File: src/rtl/rom_loader.sv
`default_nettype none
// ============================================================================
// Module   : rom_loader
// Purpose  : Receives a framed program image over UART 8N1 (0x55, L, 4*L data
//            bytes, checksum). It packs the bytes into 32-bit words and writes
//            each word over a classic Wishbone bus into ROM backdoor storage.
// Options  : ROM_LOADER_READBACK_EN - read each word back after its write and
//            flag a mismatch as a checksum/readback error.
// Revision : 1.0 - initial release
// ============================================================================
module rom_loader #(
    parameter int          CLKS_PER_BIT = 16,
    parameter logic [31:0] BASE_ADDR    = 32'h0,
    parameter logic [31:0] ADDR_STRIDE  = 32'h1
) (
    input  logic        clock,
    input  logic        reset,
    input  logic        rx,
    output logic [31:0] data_o,
    output logic [31:0] addr_o,
    output logic        cyc_o,
    output logic        strobe_o,
    output logic        we_o,
    input  logic [31:0] data_i,
    input  logic        ack_i,
    output logic        busy,
    output logic        done,
    output logic        error,
    output logic [1:0]  err_code
);

    localparam int                 c_CNT_W   = $clog2(CLKS_PER_BIT);
    localparam logic [c_CNT_W-1:0] c_HALF_M1 = c_CNT_W'(CLKS_PER_BIT / 2 - 1);
    localparam logic [c_CNT_W-1:0] c_FULL_M1 = c_CNT_W'(CLKS_PER_BIT - 1);
    localparam logic [7:0]         c_SYNC    = 8'h55;

    localparam logic [1:0] c_U_IDLE  = 2'd0;
    localparam logic [1:0] c_U_START = 2'd1;
    localparam logic [1:0] c_U_DATA  = 2'd2;
    localparam logic [1:0] c_U_STOP  = 2'd3;

    localparam logic [2:0] c_ST_IDLE  = 3'd0;
    localparam logic [2:0] c_ST_LEN   = 3'd1;
    localparam logic [2:0] c_ST_DATA  = 3'd2;
    localparam logic [2:0] c_ST_WRITE = 3'd3;
    localparam logic [2:0] c_ST_CSUM  = 3'd4;
`ifdef ROM_LOADER_READBACK_EN
    localparam logic [2:0] c_ST_READ  = 3'd5;
    localparam logic [2:0] c_ST_LAST  = c_ST_READ;
`else
    localparam logic [2:0] c_ST_LAST  = c_ST_WRITE;
`endif

    localparam logic [1:0] c_ERR_FRAME   = 2'd1;
    localparam logic [1:0] c_ERR_OVERRUN = 2'd2;
    localparam logic [1:0] c_ERR_CSUM    = 2'd3;

    logic               r_rx_meta, r_rx_sync, r_rx_prev;
    logic [1:0]         r_u_state;
    logic [c_CNT_W-1:0] r_bit_cnt;
    logic [2:0]         r_bit_idx;
    logic [7:0]         r_shift;
    logic               r_byte_done, r_frame_err;
    logic [7:0]         r_hold_data;
    logic               r_hold_valid;
    logic [2:0]         r_state, w_state_next, w_after_word;
    logic [31:0]        r_word, r_addr;
    logic [1:0]         r_byte_idx;
    logic [7:0]         r_sum;
    logic [8:0]         r_words_left;
    logic               r_cyc, r_we;
    logic               r_busy, r_done, r_error;
    logic [1:0]         r_err_code;
    logic               w_in_bus, w_consume, w_overrun, w_ack, w_final_ack;
    logic               w_rb_err, w_abort;

    // Two-flop synchroniser plus a delayed copy for falling-edge detection
    always_ff @(posedge clock) begin
        if (reset) begin
            r_rx_meta <= 1'b1;
            r_rx_sync <= 1'b1;
            r_rx_prev <= 1'b1;
        end else begin
            r_rx_meta <= rx;
            r_rx_sync <= r_rx_meta;
            r_rx_prev <= r_rx_sync;
        end
    end

    // UART receiver: validate start bit at half-bit, then sample mid-bit LSB first
    always_ff @(posedge clock) begin
        if (reset) begin
            r_u_state   <= c_U_IDLE;
            r_bit_cnt   <= '0;
            r_bit_idx   <= '0;
            r_shift     <= '0;
            r_byte_done <= 1'b0;
            r_frame_err <= 1'b0;
        end else begin
            r_byte_done <= 1'b0;
            r_frame_err <= 1'b0;
            case (r_u_state)
                c_U_IDLE: begin
                    if (r_rx_prev && !r_rx_sync) begin
                        r_u_state <= c_U_START;
                        r_bit_cnt <= '0;
                    end
                end
                c_U_START: begin
                    if (r_bit_cnt == c_HALF_M1) begin
                        r_bit_cnt <= '0;
                        r_bit_idx <= '0;
                        r_u_state <= r_rx_sync ? c_U_IDLE : c_U_DATA;
                    end else begin
                        r_bit_cnt <= r_bit_cnt + 1'b1;
                    end
                end
                c_U_DATA: begin
                    if (r_bit_cnt == c_FULL_M1) begin
                        r_bit_cnt <= '0;
                        r_shift   <= {r_rx_sync, r_shift[7:1]};
                        r_bit_idx <= r_bit_idx + 1'b1;
                        if (r_bit_idx == 3'd7) begin
                            r_u_state <= c_U_STOP;
                        end
                    end else begin
                        r_bit_cnt <= r_bit_cnt + 1'b1;
                    end
                end
                default: begin
                    if (r_bit_cnt == c_FULL_M1) begin
                        r_bit_cnt   <= '0;
                        r_byte_done <= r_rx_sync;
                        r_frame_err <= !r_rx_sync;
                        r_u_state   <= c_U_IDLE;
                    end else begin
                        r_bit_cnt <= r_bit_cnt + 1'b1;
                    end
                end
            endcase
        end
    end

    // The FSM leaves bytes in the holding register only while a bus cycle is pending
`ifdef ROM_LOADER_READBACK_EN
    assign w_in_bus = (r_state == c_ST_WRITE) || (r_state == c_ST_READ);
    assign w_rb_err = w_final_ack && (data_i != r_word);
`else
    logic w_unused_data_i;
    assign w_unused_data_i = ^data_i;
    assign w_in_bus = (r_state == c_ST_WRITE);
    assign w_rb_err = 1'b0;
`endif

    assign w_consume    = r_hold_valid && !w_in_bus;
    assign w_overrun    = r_byte_done && r_hold_valid && !w_consume;
    assign w_ack        = r_cyc && ack_i;
    assign w_final_ack  = w_ack && (r_state == c_ST_LAST);
    assign w_abort      = r_frame_err || w_overrun || w_rb_err;
    assign w_after_word = (r_words_left == 9'd1) ? c_ST_CSUM : c_ST_DATA;

    // One-byte holding register; flushed on abort so stale bytes cannot start a frame
    always_ff @(posedge clock) begin
        if (reset) begin
            r_hold_valid <= 1'b0;
            r_hold_data  <= '0;
        end else if (w_abort) begin
            r_hold_valid <= 1'b0;
        end else if (r_byte_done) begin
            r_hold_valid <= 1'b1;
            r_hold_data  <= r_shift;
        end else if (w_consume) begin
            r_hold_valid <= 1'b0;
        end
    end

    // Frame FSM state register
    always_ff @(posedge clock) begin
        if (reset) begin
            r_state <= c_ST_IDLE;
        end else begin
            r_state <= w_state_next;
        end
    end

    // Frame FSM next-state logic; any error returns to IDLE
    always_comb begin
        w_state_next = r_state;
        if (w_abort) begin
            w_state_next = c_ST_IDLE;
        end else begin
            case (r_state)
                c_ST_IDLE:  if (w_consume && r_hold_data == c_SYNC) w_state_next = c_ST_LEN;
                c_ST_LEN:   if (w_consume) w_state_next = c_ST_DATA;
                c_ST_DATA:  if (w_consume && r_byte_idx == 2'd3) w_state_next = c_ST_WRITE;
`ifdef ROM_LOADER_READBACK_EN
                c_ST_WRITE: if (w_ack) w_state_next = c_ST_READ;
                c_ST_READ:  if (w_ack) w_state_next = w_after_word;
`else
                c_ST_WRITE: if (w_ack) w_state_next = w_after_word;
`endif
                c_ST_CSUM:  if (w_consume) w_state_next = c_ST_IDLE;
                default:    w_state_next = c_ST_IDLE;
            endcase
        end
    end

    // Datapath, bus handshake and sticky status; an aborted bus cycle still waits for ack
    always_ff @(posedge clock) begin
        if (reset) begin
            r_word       <= '0;
            r_addr       <= BASE_ADDR;
            r_byte_idx   <= '0;
            r_sum        <= '0;
            r_words_left <= '0;
            r_cyc        <= 1'b0;
            r_we         <= 1'b0;
            r_busy       <= 1'b0;
            r_done       <= 1'b0;
            r_error      <= 1'b0;
            r_err_code   <= '0;
        end else begin
            if (w_ack) begin
                r_cyc <= 1'b0;
                r_we  <= 1'b0;
            end
`ifdef ROM_LOADER_READBACK_EN
            if (r_state == c_ST_READ && !r_cyc && !w_abort) begin
                r_cyc <= 1'b1;
                r_we  <= 1'b0;
            end
`endif
            if (w_final_ack) begin
                r_addr       <= r_addr + ADDR_STRIDE;
                r_words_left <= r_words_left - 1'b1;
            end
            if (w_consume && !w_abort) begin
                case (r_state)
                    c_ST_IDLE: begin
                        if (r_hold_data == c_SYNC) begin
                            r_busy     <= 1'b1;
                            r_done     <= 1'b0;
                            r_error    <= 1'b0;
                            r_err_code <= '0;
                        end
                    end
                    c_ST_LEN: begin
                        r_words_left <= (r_hold_data == 8'd0) ? 9'd256 : {1'b0, r_hold_data};
                        r_addr       <= BASE_ADDR;
                        r_byte_idx   <= '0;
                        r_sum        <= '0;
                    end
                    c_ST_DATA: begin
                        r_word[{r_byte_idx, 3'b000} +: 8] <= r_hold_data;
                        r_sum      <= r_sum + r_hold_data;
                        r_byte_idx <= r_byte_idx + 1'b1;
                        if (r_byte_idx == 2'd3) begin
                            r_cyc <= 1'b1;
                            r_we  <= 1'b1;
                        end
                    end
                    c_ST_CSUM: begin
                        r_busy <= 1'b0;
                        if (r_hold_data == r_sum) begin
                            r_done <= 1'b1;
                        end else begin
                            r_error    <= 1'b1;
                            r_err_code <= c_ERR_CSUM;
                        end
                    end
                    default: ;
                endcase
            end
            if (w_abort) begin
                r_busy     <= 1'b0;
                r_done     <= 1'b0;
                r_error    <= 1'b1;
                r_err_code <= r_frame_err ? c_ERR_FRAME :
                              (w_overrun ? c_ERR_OVERRUN : c_ERR_CSUM);
            end
        end
    end

    assign data_o   = r_word;
    assign addr_o   = r_addr;
    assign cyc_o    = r_cyc;
    assign strobe_o = r_cyc;
    assign we_o     = r_we;
    assign busy     = r_busy;
    assign done     = r_done;
    assign error    = r_error;
    assign err_code = r_err_code;

endmodule
`default_nettype wire
File: config.mk
export PLATFORM = sky130hd
export DESIGN_NAME = rom_loader
export DESIGN_NICKNAME = d
export VERILOG_FILES = /design/src/rtl/rom_loader.sv
export SDC_FILE = /design/constraint.sdc
export NUM_CORES = 1
export LEC_CHECK = 0
export ABC_CLOCK_PERIOD_IN_PS = 5980
export CORE_MARGIN = 2
export CORE_UTILIZATION = 38
export DETAILED_ROUTE_END_ITERATION = 8
export DONT_BUFFER_PORTS = 1
export PLACE_DENSITY_LB_ADDON = 0.3
export SLEW_MARGIN = 40
export SYNTH_ARGS = -nofsm -noshare
export SYNTH_HDL_FRONTEND = slang
export SYNTH_SLANG_ARGS = --single-unit
File: constraint.sdc
create_clock -name clock -period 5.98 [get_ports clock]
set_clock_uncertainty 0.05 [all_clocks]
set_input_delay 0.598 -clock clock [delete_from_list [all_inputs] [get_ports clock]]
set_output_delay 0.598 -clock clock [all_outputs]
set_load 0.005 [all_outputs]
# Yosys cells after proc, flatten, opt, wreduce, memory -nomap -nowiden
# Index checks and enable logic that the tools add are counted.
[word_totals] ff_bits=124 latchBits=0 ram_bits=0 mem_bits_ro=0 input_bits=36 out_inout_bits=72 word_cells=153 mem_count=0
[classes] n_addsub=7 mul=0 n_div=0 order_cmp=0 eq_ne=26 shifts=2 muxes=57 bitwise=2 n_reduce_logical=36
[op_table] op="32-bit two-way mux" count=3
[op_table] op="9-bit two-way mux" count=4
[op_table] op="32-bit by 1-bit adder with 32-bit output, second input constant" count=1
[op_table] op="32-bit bitwise mux" count=1
[op_table] op="8-bit by 7-bit variable shift with 32-bit output, first input constant" count=1
[op_table] op="8-bit by 7-bit indexed part select with 32-bit output" count=1
[op_table] op="3-bit two-way mux" count=8
[op_table] op="2-bit two-way mux" count=11
[op_table] op="2-bit != test, second input constant" count=10
[op_table] op="1-bit two-way mux" count=17
[op_table] op="8-bit one-hot mux with 2 select lines" count=1
[op_table] op="3-bit one-hot mux with 5 select lines" count=1
[op_table] op="4-bit two-way mux" count=3
[op_table] op="5-bit AND reduction" count=2
[op_table] op="2-bit nonzero test" count=5
[op_table] op="9-bit by 1-bit == test with 1-bit output, second input constant" count=1
[op_table] op="1-bit logical AND" count=9
[op_table] op="9-bit by 1-bit subtractor with 9-bit output, second input constant" count=1
[op_table] op="8-bit adder" count=1
[op_table] op="8-bit by 7-bit == test with 1-bit output, second input constant" count=1
[op_table] op="8-bit == test" count=1
[op_table] op="8-bit zero test" count=1
[op_table] op="2-bit one-hot mux with 2 select lines" count=2
[op_table] op="4-bit one-hot mux with 2 select lines" count=1
[op_table] op="27 further kinds" count=43

# Logic depth before layout (Yosys ltp)
# Gate-level depths: netlist of run 1.
[logic_depth] ltp_word=10 mapped_depth=7 ltp_nobuf=7

# Least setup slack after synthesis of run 1
# No wires, ideal clock.
[synth_timing] kind="reg-to-reg" startpoint="reg r_addr[10] (netlist: addr_o[10])" endpoint="reg r_addr[28] (netlist: addr_o[28])" setup_ns=0.070 arrival_ns=2.167 slack_ns=3.694 stages_incl_launch_ff=7 n_path_buf=1 period_less_slack_ns=2.286 path_cell_list="dfxtp_1 nand4_2 or4_4 or3_1 buf_2 or4_1 a21oi_1"
[synth_via] elab_chain_cells=4
[synth_rtl] element="start, declared" line="67" source="logic [31:0] r_word, r_addr;"
[synth_rtl] element="start signal, assigned" line="234" source="r_addr <= r_addr + ADDR_STRIDE;"
[synth_rtl] element="32-bit by 1-bit adder with 32-bit output (*)" line="234"
[synth_rtl] element="32-bit two-way mux (*)" line="233" source="if (w_final_ack) begin"
[synth_rtl] element="32-bit two-way mux" line="238" source="case (r_state)"
[synth_rtl] element="32-bit two-way mux (*)" line="237" source="if (w_consume && !w_abort) begin"
# Every way passes the cells marked *; elsewhere a longest branch is shown, timed or not.
# A chain may end at the register's enable or synchronous reset.

# Final worst setup path of run 1
[layout_timing] startpoint="reg r_state[1]" endpoint="reg r_addr[27] (netlist: addr_o[27])"
[layout_via] elab_chain_cells=9
[layout_rtl] element="start, declared" line="66" source="logic [2:0] r_state, w_state_next, w_after_word;"
[layout_rtl] element="start signal, assigned" line="180" source="r_state <= c_ST_IDLE;"
[layout_rtl] element="start signal, assigned" line="182" source="r_state <= w_state_next;"
[layout_rtl] element="3-bit by 2-bit == test with 1-bit output" line="151, 158"
[layout_rtl] element="1-bit zero test" line="155" source="assign w_consume = r_hold_valid && !w_in_bus;"
[layout_rtl] element="1-bit logical AND" line="155"
[layout_rtl] element="1-bit zero test" line="156" source="assign w_overrun = r_byte_done && r_hold_valid && !w_consume;"
[layout_rtl] element="1-bit logical AND" line="156"
[layout_rtl] element="1-bit logical OR" line="159" source="assign w_abort = r_frame_err || w_overrun || w_rb_err;"
[layout_rtl] element="1-bit zero test" line="237"
[layout_rtl] element="1-bit logical AND" line="237"
[layout_rtl] element="32-bit two-way mux (*)" line="237"
# Marks and branches as above.

==> results of run 1 <==
registers in the layout, summed over array words and instances (netlist names):
name and flops:
r_frame_err 1, addr_o 32, r_hold_valid 1, r_rx_sync 1
r_rx_prev 1, we_o 1, r_sum 8, r_words_left 9
r_u_state 2, r_rx_meta 1, busy 1, cyc_o 1
err_code 2, r_state 3, r_byte_idx 2, r_hold_data 8
r_shift 8, r_bit_cnt 4, r_bit_idx 3, done 1
data_o 32, error 1, r_byte_done 1
logic make-up after synthesis:
group | after synthesis | share of synthesized area [%]
compound gates | 142 | 14.7
xor+xnor | 26 | 3.99
fa+ha+maj | 20 | 4.47
buf+inv | 53 | 3.99
flops | 124 | 43.5
mux | 9 | 1.58
simple gates | 309 | 27.8
stage by stage:
step | worst slack [ns] | power [uW]
finish | 3.31 | 1940
global route | 3.04 | 2000
CTS | 3.04 | 1960
detailed placement | 3.05 | 862
global placement | 3.13 | 861
floorplan | 3.69 | 868
layer usage:
layer | global-route usage (%) | vias to the layer above | routed length [um]
met5 | 0 | - | 0
met4 | 5.30 | 0 | 123
met3 | 7.00 | 10 | 1050
met2 | 28.2 | 112 | 6250
met1 | 20.5 | 2273 | 5810
li1 | - | 2405 | -
layout make-up:
| type | count | area [sq um] |
|---|---|---|
| clock buffer | 22 | 474 |
| multi-input combinational | 506 | 3030 |
| clock inverter | 10 | 161 |
| tap | 184 | 230 |
| timing repair buffer | 2 | 15.0 |
| sequential | 124 | 2480 |
| fill | 1390 | 8140 |
| inverter | 14 | 52.6 |
layout by cell type (no fill, tap or decap), types with 9 or more instances in the layout:
master / n
xnor2_1: 16
a21oi_1: 77
mux2i_1: 9
ha_1: 18
dfxtp_1: 124
nand2_1: 82
nor3_1: 14
o21ai_0: 15
or4_1: 14
xor2_1: 10
clkbuf_16: 17
nand2b_1: 9
o31ai_1: 9
nor2_1: 57
nand3_1: 54
inv_1: 14
nand4_1: 10
critical path, stage by stage (launching register included):
cell	delay [ns]
dfxtp_1	0.59
nand4_1	0.27
nor4_2	0.42
nand4_1	0.52
or4_1	0.62
a21oi_1	0.14
where the power goes:
group | total (uW) | switching, uW | internal [uW]
sequential | 831 | 2.15 | 828
clock | 1100 | 366 | 730
combinational | 13.3 | 8.05 | 5.30
worst paths after layout:
check	startpoint	end	slack [ns]
setup / recovery	r_state[1]	addr_o[27]	3.31
hold / removal	reset	r_bit_cnt[2]	0.23
setup reg to reg	r_state[1]	addr_o[27]	3.31
hold reg to reg	r_rx_meta	r_rx_sync	0.37
==> run metrics, run 1 <==
gr ovfl total 0; RSZ-0062 raised after global routing false; die width between 100 and 150 um; Startpoint Class flip-flop; Synth top area share 43.5%; Worst EP required 6.28 ns; routability cong. 0.827; TritonCTS clock tree done; post-synthesis async set-or-reset flop share 0%; FF+latch count, synth approximately 120; count leader, synth dfxtp_1; CTS H-tree depth 4; GRT Total Usage 17.1%; Final Util about 44%; final hold vios 0; full die area 0.0160 sq mm; final wirelength 13.2 mm; Starting Density 39.2%; antenna violations before repair 0; DR iter-0 viols approximately 270; IO Count about 110; Synth area leaders dfxtp_1 (43%), a21oi_1 (6.7%), nand2_1 (5.4%), nand3_1 (4.7%), ha_1 (3.9%); synthesized area per cell 8.36 sq um; Tcrit/Tclk final 44.7%; biggest area consumer among synthesized cells dfxtp_1; power per cell area 301 mW/mm^2; post-CTS setup buffers 0; Ys Warns 0; Critical Path AT a little under 3 ns; Slew Limit Fails 0; CP endpoint kind flip-flop; drt drc 0; crit path time final 2.67 ns; Die H about 130 um; Clock Latency Late Sink 0.42 ns; headroom to the max-slew limit between 50% and 60%; vias 4800; net count reported at finish 720; VDD IR max 0.211 mV; hpwl dp 8.85 mm; WS Path Type flip-flop to flip-flop; Hold Path Class input pin to flip-flop; syn_nets 738; TritonCTS buffer count 17; setup_tns 0 ns; Leak Pwr 0.00218 uW; Reg2Reg Depth 5; EDFF count, synth 0; DP Area approximately 0.0058 sq mm; CTS hold repair buffers 0; commonest cells in the netlist dfxtp_1 (124), nand2_1 (82), a21oi_1 (77), nor2_1 (57), nand3_1 (54); Final Cell Area 0.00645 sq mm; n_diodes 0; Fmax 374 MHz; Min Hold Slack 0.229 ns; Via density 5.57; Worst-path clk slew 0.06 ns; row cnt 44; Area Growth Syn to Fin 12.9%; crit-path max FO 16; register area share after synthesis 43.5%; Slew @ Worst Pin 0.745 ns; DP Cell Count 830; status completed; Bufs on Longest Clock Path 2; Syn Inst Count 683; Core ar. approximately 0.015 sq mm; Worst Hold Path Cells 1; Root Driver clkbuf_16; largest net degree at the start of global routing ~90; Netlist cell types 57; first-pass GRT wire length 22.2 mm; Finished Layout Cells 862; drt wl/cell 15.3 um; PortBufs 0; antenna viol nets, final 0; mapped cell area ~0.0057 sq mm; max_cap viols 0; post_cts resized 0; endpoints failing setup 0; vias in the first global route between 4000 and 5000; layout cells sized above 1 7.67%; Initial DRT Pass Iterations 4; ys flop type dfxtp_1; clock sink total 124
Power figures use the tool's default switching activity.
==> run 2, diff against run 1 <==
- ABC_CLOCK_PERIOD_IN_PS: 5980 -> 2700
- clock period: 5.98 -> 2.7 ns (I/O delays scaled with it)
==> run metrics, run 2 (same netlist as run 1, synthesis figures left out) <==
Worst Path Buf+Inv 0 (unchanged); Tcrit/Tclk final 91.3% (+47 points); largest net degree at the start of global routing 87 (-4.4%); full die area 0.0160 sq mm (unchanged); GRT Total Usage 17.7% (+0.57 points); Core ar. 0.0146 sq mm (unchanged); most frequent cells in the layout dfxtp_1 (124), nand2_1 (82), a21oi_1 (77); Slew @ Worst Pin 0.664 ns (-0.0815 ns); Final Cell Area 0.00656 sq mm (+1.7%); drt wl/cell 15.6 um (+1.5%); layout cells sized above 1 9.96% (+2.3 points); PortBufs 0 (unchanged); antenna viol nets, final 0 (unchanged); clock sink total 124 (unchanged); Startpoint Class flip-flop; CP endpoint kind flip-flop; net count reported at finish 745 (+3.5%); crit-path leading delay family simple AND/OR/NAND/NOR gates; FF/Latch Area 0.00248 sq mm (unchanged); Die H 127 um (unchanged); Leak Pwr 0.00227 uW (+4.5%); Root Driver clkbuf_16; Reg2Reg Depth 5 (unchanged); critical path's slowest cell or4_4; footprint of the multi-input gates 0.00300 sq mm (-1.0%); crit-path max FO 9 (-7); crit path time final 2.46 ns (-0.209 ns); drt drc 0 (unchanged); TritonCTS clock tree done; post_cts resized 0 (unchanged); setup_tns 0 ns (unchanged); Area Growth Syn to Fin 14.9%; TritonCTS buffer count 17 (unchanged); commonest non-fill, non-tap cell in the layout dfxtp_1; final wirelength 13.8 mm (+4.5%); gr ovfl total 0 (unchanged); RSZ-0062 raised after global routing false; Bufs on Longest Clock Path 2 (unchanged); Worst Hold Path Cells 3 (+2); die width 127 um (unchanged); endpoints failing setup 0 (unchanged); DP Area 0.00594 sq mm (+2.7%); IO Count 108 (unchanged); status completed; vias in the first global route 4815 (+4.4%); vias 4921 (+2.5%); max_cap viols 0 (unchanged); Clock Latency Late Sink 0.42 ns (about the same); Initial DRT Pass Iterations 5 (+1); VDD IR max 0.424 mV (+100%); CP Cell Sequence nand4_2 -> or4_4 -> or3_1 -> or4_1 -> a21oi_1; final hold vios 0 (unchanged); power per cell area 620 mW/mm^2 (+110%); Hold Path Class input pin to flip-flop; Slew Limit Fails 0 (unchanged); row cnt 44 (unchanged); WS Path Type flip-flop to flip-flop; n_diodes 0 (unchanged); Worst EP required 3.00 ns (-3.28 ns); hpwl dp 9.25 mm (+4.5%); DR iter-0 viols 343 (+28%); antenna violations before repair 0 (unchanged); CTS H-tree depth 4 (unchanged); Min Hold Slack 0.0681 ns (-0.161 ns); Worst-path clk slew 0.06 ns (about the same); first-pass GRT wire length 23.1 mm (+3.8%); Starting Density 39.2% (unchanged); max incr delay on CP 0.57 ns (-0.05 ns); Critical Path AT 2.76 ns (-0.21 ns); routability cong. 0.864 (+4.5%); headroom to the max-slew limit 55.6% (+5.3 points); Via density 5.55 (-0.37%); Fmax 406 MHz (+8.5%); filler instances 1437 (+3.4%); CP Depth 5 (unchanged)
-- run 2: cell count changes in the layout (fill, tap and decap cells not counted), moves of 3 or more --
cell | before | now
buf_4 | 2 | 23
inv_6 | 1 | 5
nor3b_1 | 7 | 11
nor3b_2 | 4 | 0
bufinv_16 | 4 | 1
clkbuf_8 | 3 | 0
dlygate4sd3_1 | 0 | 3
-- run 2: layout make-up --
cell class | count | share of cell area [%]
clock buffer | 17 | 6.48
clock inverter | 15 | 2.12
inverter | 14 | 0.801
multi-input combinational | 506 | 45.8
sequential | 124 | 37.8
tap | 184 | 3.51
timing repair buffer | 27 | 3.51
-- run 2: tightest hold or removal path: cells and delay by family --
kind             cells  cell delay, ns
AND/OR/NAND/NOR      2            0.13
AO/OA/AOI/OAI        1            0.09
-- run 2: through the flow --
stage	util (%)	instances	total power, uW	setup slack, ns
3_3_place_gp	40.7	851	1910	0.266
6_report	45.0	887	4070	0.236
5_1_grt	45.0	887	4190	0.0966
3_5_place_dp	40.7	851	1910	0.257
2_1_floorplan	-	683	1920	0.414
4_1_cts	45.0	887	4120	0.239
-- run 2: worst paths after layout --
check / start / endpoint / slack (ns)
setup / recovery: addr_o[11] / addr_o[28] / 0.24
hold / removal: reset / addr_o[12] / 0.07
setup reg to reg: addr_o[11] / addr_o[28] / 0.24
hold reg to reg: r_rx_meta / r_rx_sync / 0.37
-- run 2: metal layers --
layer / vias to the layer above / share of wire, % / wire length (um) / track usage [%]
li1: 2452 / - / - / -
met1: 2311 / 43 / 5890 / 20.4
met2: 137 / 47 / 6540 / 28.9
met3: 21 / 8.3 / 1150 / 6.96
met4: 0 / 1.7 / 237 / 8.14
met5: - / 0 / 0 / 0
-- run 2: power breakdown --
part | internal (uW) | total [uW] | switching (uW)
clock network | 1280 | 2170 | 893
logic | 18.9 | 57.8 | 38.9
registers | 1830 | 1840 | 4.40
-- run 2: repair_timing --
item,in CTS,in global routing
hold buffers,4,0
setup endpoints to repair,0,0
hold endpoints to repair,86,0
buffers inserted,0,0
==> run 3, diff against run 2 <==
- CORE_UTILIZATION: 38 -> 50
- CTS_BUF_LIST: default -> sky130_fd_sc_hd__clkbuf_4 sky130_fd_sc_hd__clkbuf_8
==> run metrics, run 3 (same netlist as run 1, synthesis figures left out) <==
post-CTS setup buffers 0 (unchanged); Core ar. 0.0113 sq mm (-23%); FF/Latch Area 0.00248 sq mm (unchanged); RSZ-0062 raised after global routing false; setup_tns 0 ns (unchanged); final wirelength 13.1 mm (-5.5%); antenna viol nets, final 0 (unchanged); post_cts resized 0 (unchanged); IO Count 108 (unchanged); WS Path Type flip-flop to flip-flop; Bufs on Longest Clock Path 2 (unchanged); clock sink total 124 (unchanged); crit-path max FO 9 (unchanged); Crit. Startpoint addr_o[11]; n_diodes 0 (unchanged); crit path time final 2.45 ns (-0.0125 ns); most frequent cells in the layout dfxtp_1 (124), nand2_1 (82), a21oi_1 (77); Worst-path clk slew 0.07 ns (about the same); r2r startpoint addr_o[11]; drt wl/cell 15.5 um (-0.76%); headroom to the max-slew limit 56.3% (+0.72 points); antenna violations before repair 0 (unchanged); Min Hold Slack 0.0392 ns (-0.0289 ns); full die area 0.0123 sq mm (-23%); net count reported at finish 744 (-0.13%); footprint of the multi-input gates 0.00300 sq mm (unchanged); commonest non-fill, non-tap cell in the layout dfxtp_1; final hold vios 0 (unchanged); Worst EP required 3.02 ns (+0.02 ns); Die H 111 um (-12%); max_cap viols 0 (unchanged); gr ovfl total 0 (unchanged); Min-Delay Startpoint reset; CTS H-tree depth 4 (unchanged); Tcrit/Tclk final 90.8% (-0.46 points); Startpoint Class flip-flop; DP Cell Count 810 (-4.8%); power per cell area 582 mW/mm^2 (-6.2%); Fmax 408 MHz (+0.51%); VDD IR max 0.398 mV (-6.0%); DR iter-0 viols 374 (+9.0%); PortBufs 0 (unchanged); hpwl dp 8.66 mm (-6.3%); Clock Latency Late Sink 0.44 ns (+0.02 ns); Initial DRT Pass Iterations 4 (-1); Slew Limit Fails 0 (unchanged); row cnt 39 (-11%); vias in the first global route 4680 (-2.8%); CP endpoint kind flip-flop; Area Growth Syn to Fin 11.8%; Critical Path AT 2.77 ns (about the same); Leak Pwr 0.00222 uW (-2.6%); Slew @ Worst Pin 0.653 ns (-0.0108 ns); first-pass GRT wire length 22.0 mm (-4.7%); Via density 5.82 (+4.9%); routability cong. 0.834 (-3.5%); endpoints failing setup 0 (unchanged); TritonCTS clock tree done; status completed; vias 4920 (-0.020%); layout cells sized above 1 9.97% (+0.014 points); drt drc 0 (unchanged); filler instances 1020 (-29%); Root Driver clkbuf_8; Finished Layout Cells 845 (-4.7%); largest net degree at the start of global routing 88 (+1.1%); Starting Density 50.7% (+12 points); Hold Path Class input pin to flip-flop; TritonCTS buffer count 17 (unchanged); die width 111 um (-12%); GRT Total Usage 21.5% (+3.8 points)
==> run 3: changes by cell type in the layout (fill, tap and decap cells not counted), sizes merged <==
cell,before,now
inv,20,15
bufinv,1,4
clkbuf,17,19
dlygate4sd3,3,2
==> run 3: area by class of cell <==
class	instances	share of cell area [%]
flip-flops and latches	124	38.9
multi-input cells	506	47.0
repair buffers	26	3.45
clock inverters	13	2.98
inverters	14	0.823
clock buffers	19	4.09
well taps	143	2.80
==> run 3: repair_timing <==
| item | CTS | global route |
|---|---|---|
| endpoints found under the hold margin | 87 | 0 |
| endpoints found under the setup margin | 0 | 0 |
| hold buffers | 3 | 0 |
==> run 3: stage by stage <==
stage | worst slack (ns) | util [%] | area, sq um | total power, uW
after floorplan | 0.414 | - | 5710 | 1920
after global placement | 0.264 | 52.2 | 5890 | 1910
after detailed placement | 0.256 | 52.2 | 5890 | 1910
after CTS | 0.235 | 56.7 | 6390 | 3740
after global routing | 0.0946 | 56.7 | 6390 | 3830
final | 0.248 | 56.7 | 6390 | 3720
==> run 3: final timing paths <==
kind | to | depth (start not counted) | slack, ns
min | addr_o[14] | 3 | 0.04
min reg2reg | r_rx_sync | 1 | 0.36
max | addr_o[28] | 5 | 0.25
max reg2reg | addr_o[28] | 5 | 0.25
==> run 3: metal layers <==
layer	vias up	routed length (um)	part of all wire [%]	track usage [%]
li1	2459	-	-	-
met1	2309	5760	44	25.9
met5	-	0	0	0
met3	22	801	6.1	6.62
met2	130	6250	48	36.0
met4	0	242	1.9	8.50
==> run 3: critical path: stages, from the launching register on <==
cell and delay [ns]:
dfxtp_1 0.45, nand4_2 0.20, or4_4 0.57, or3_1 0.47, or4_1 0.50, a21oi_1 0.15
==> run 3: power by group <==
part,internal (uW),switching [uW],total (uW),leakage [uW]
registers,1830,4.57,1840,0.000999
logic,17.9,38.4,56.3,0.00100
clock network,1060,765,1820,0.000215
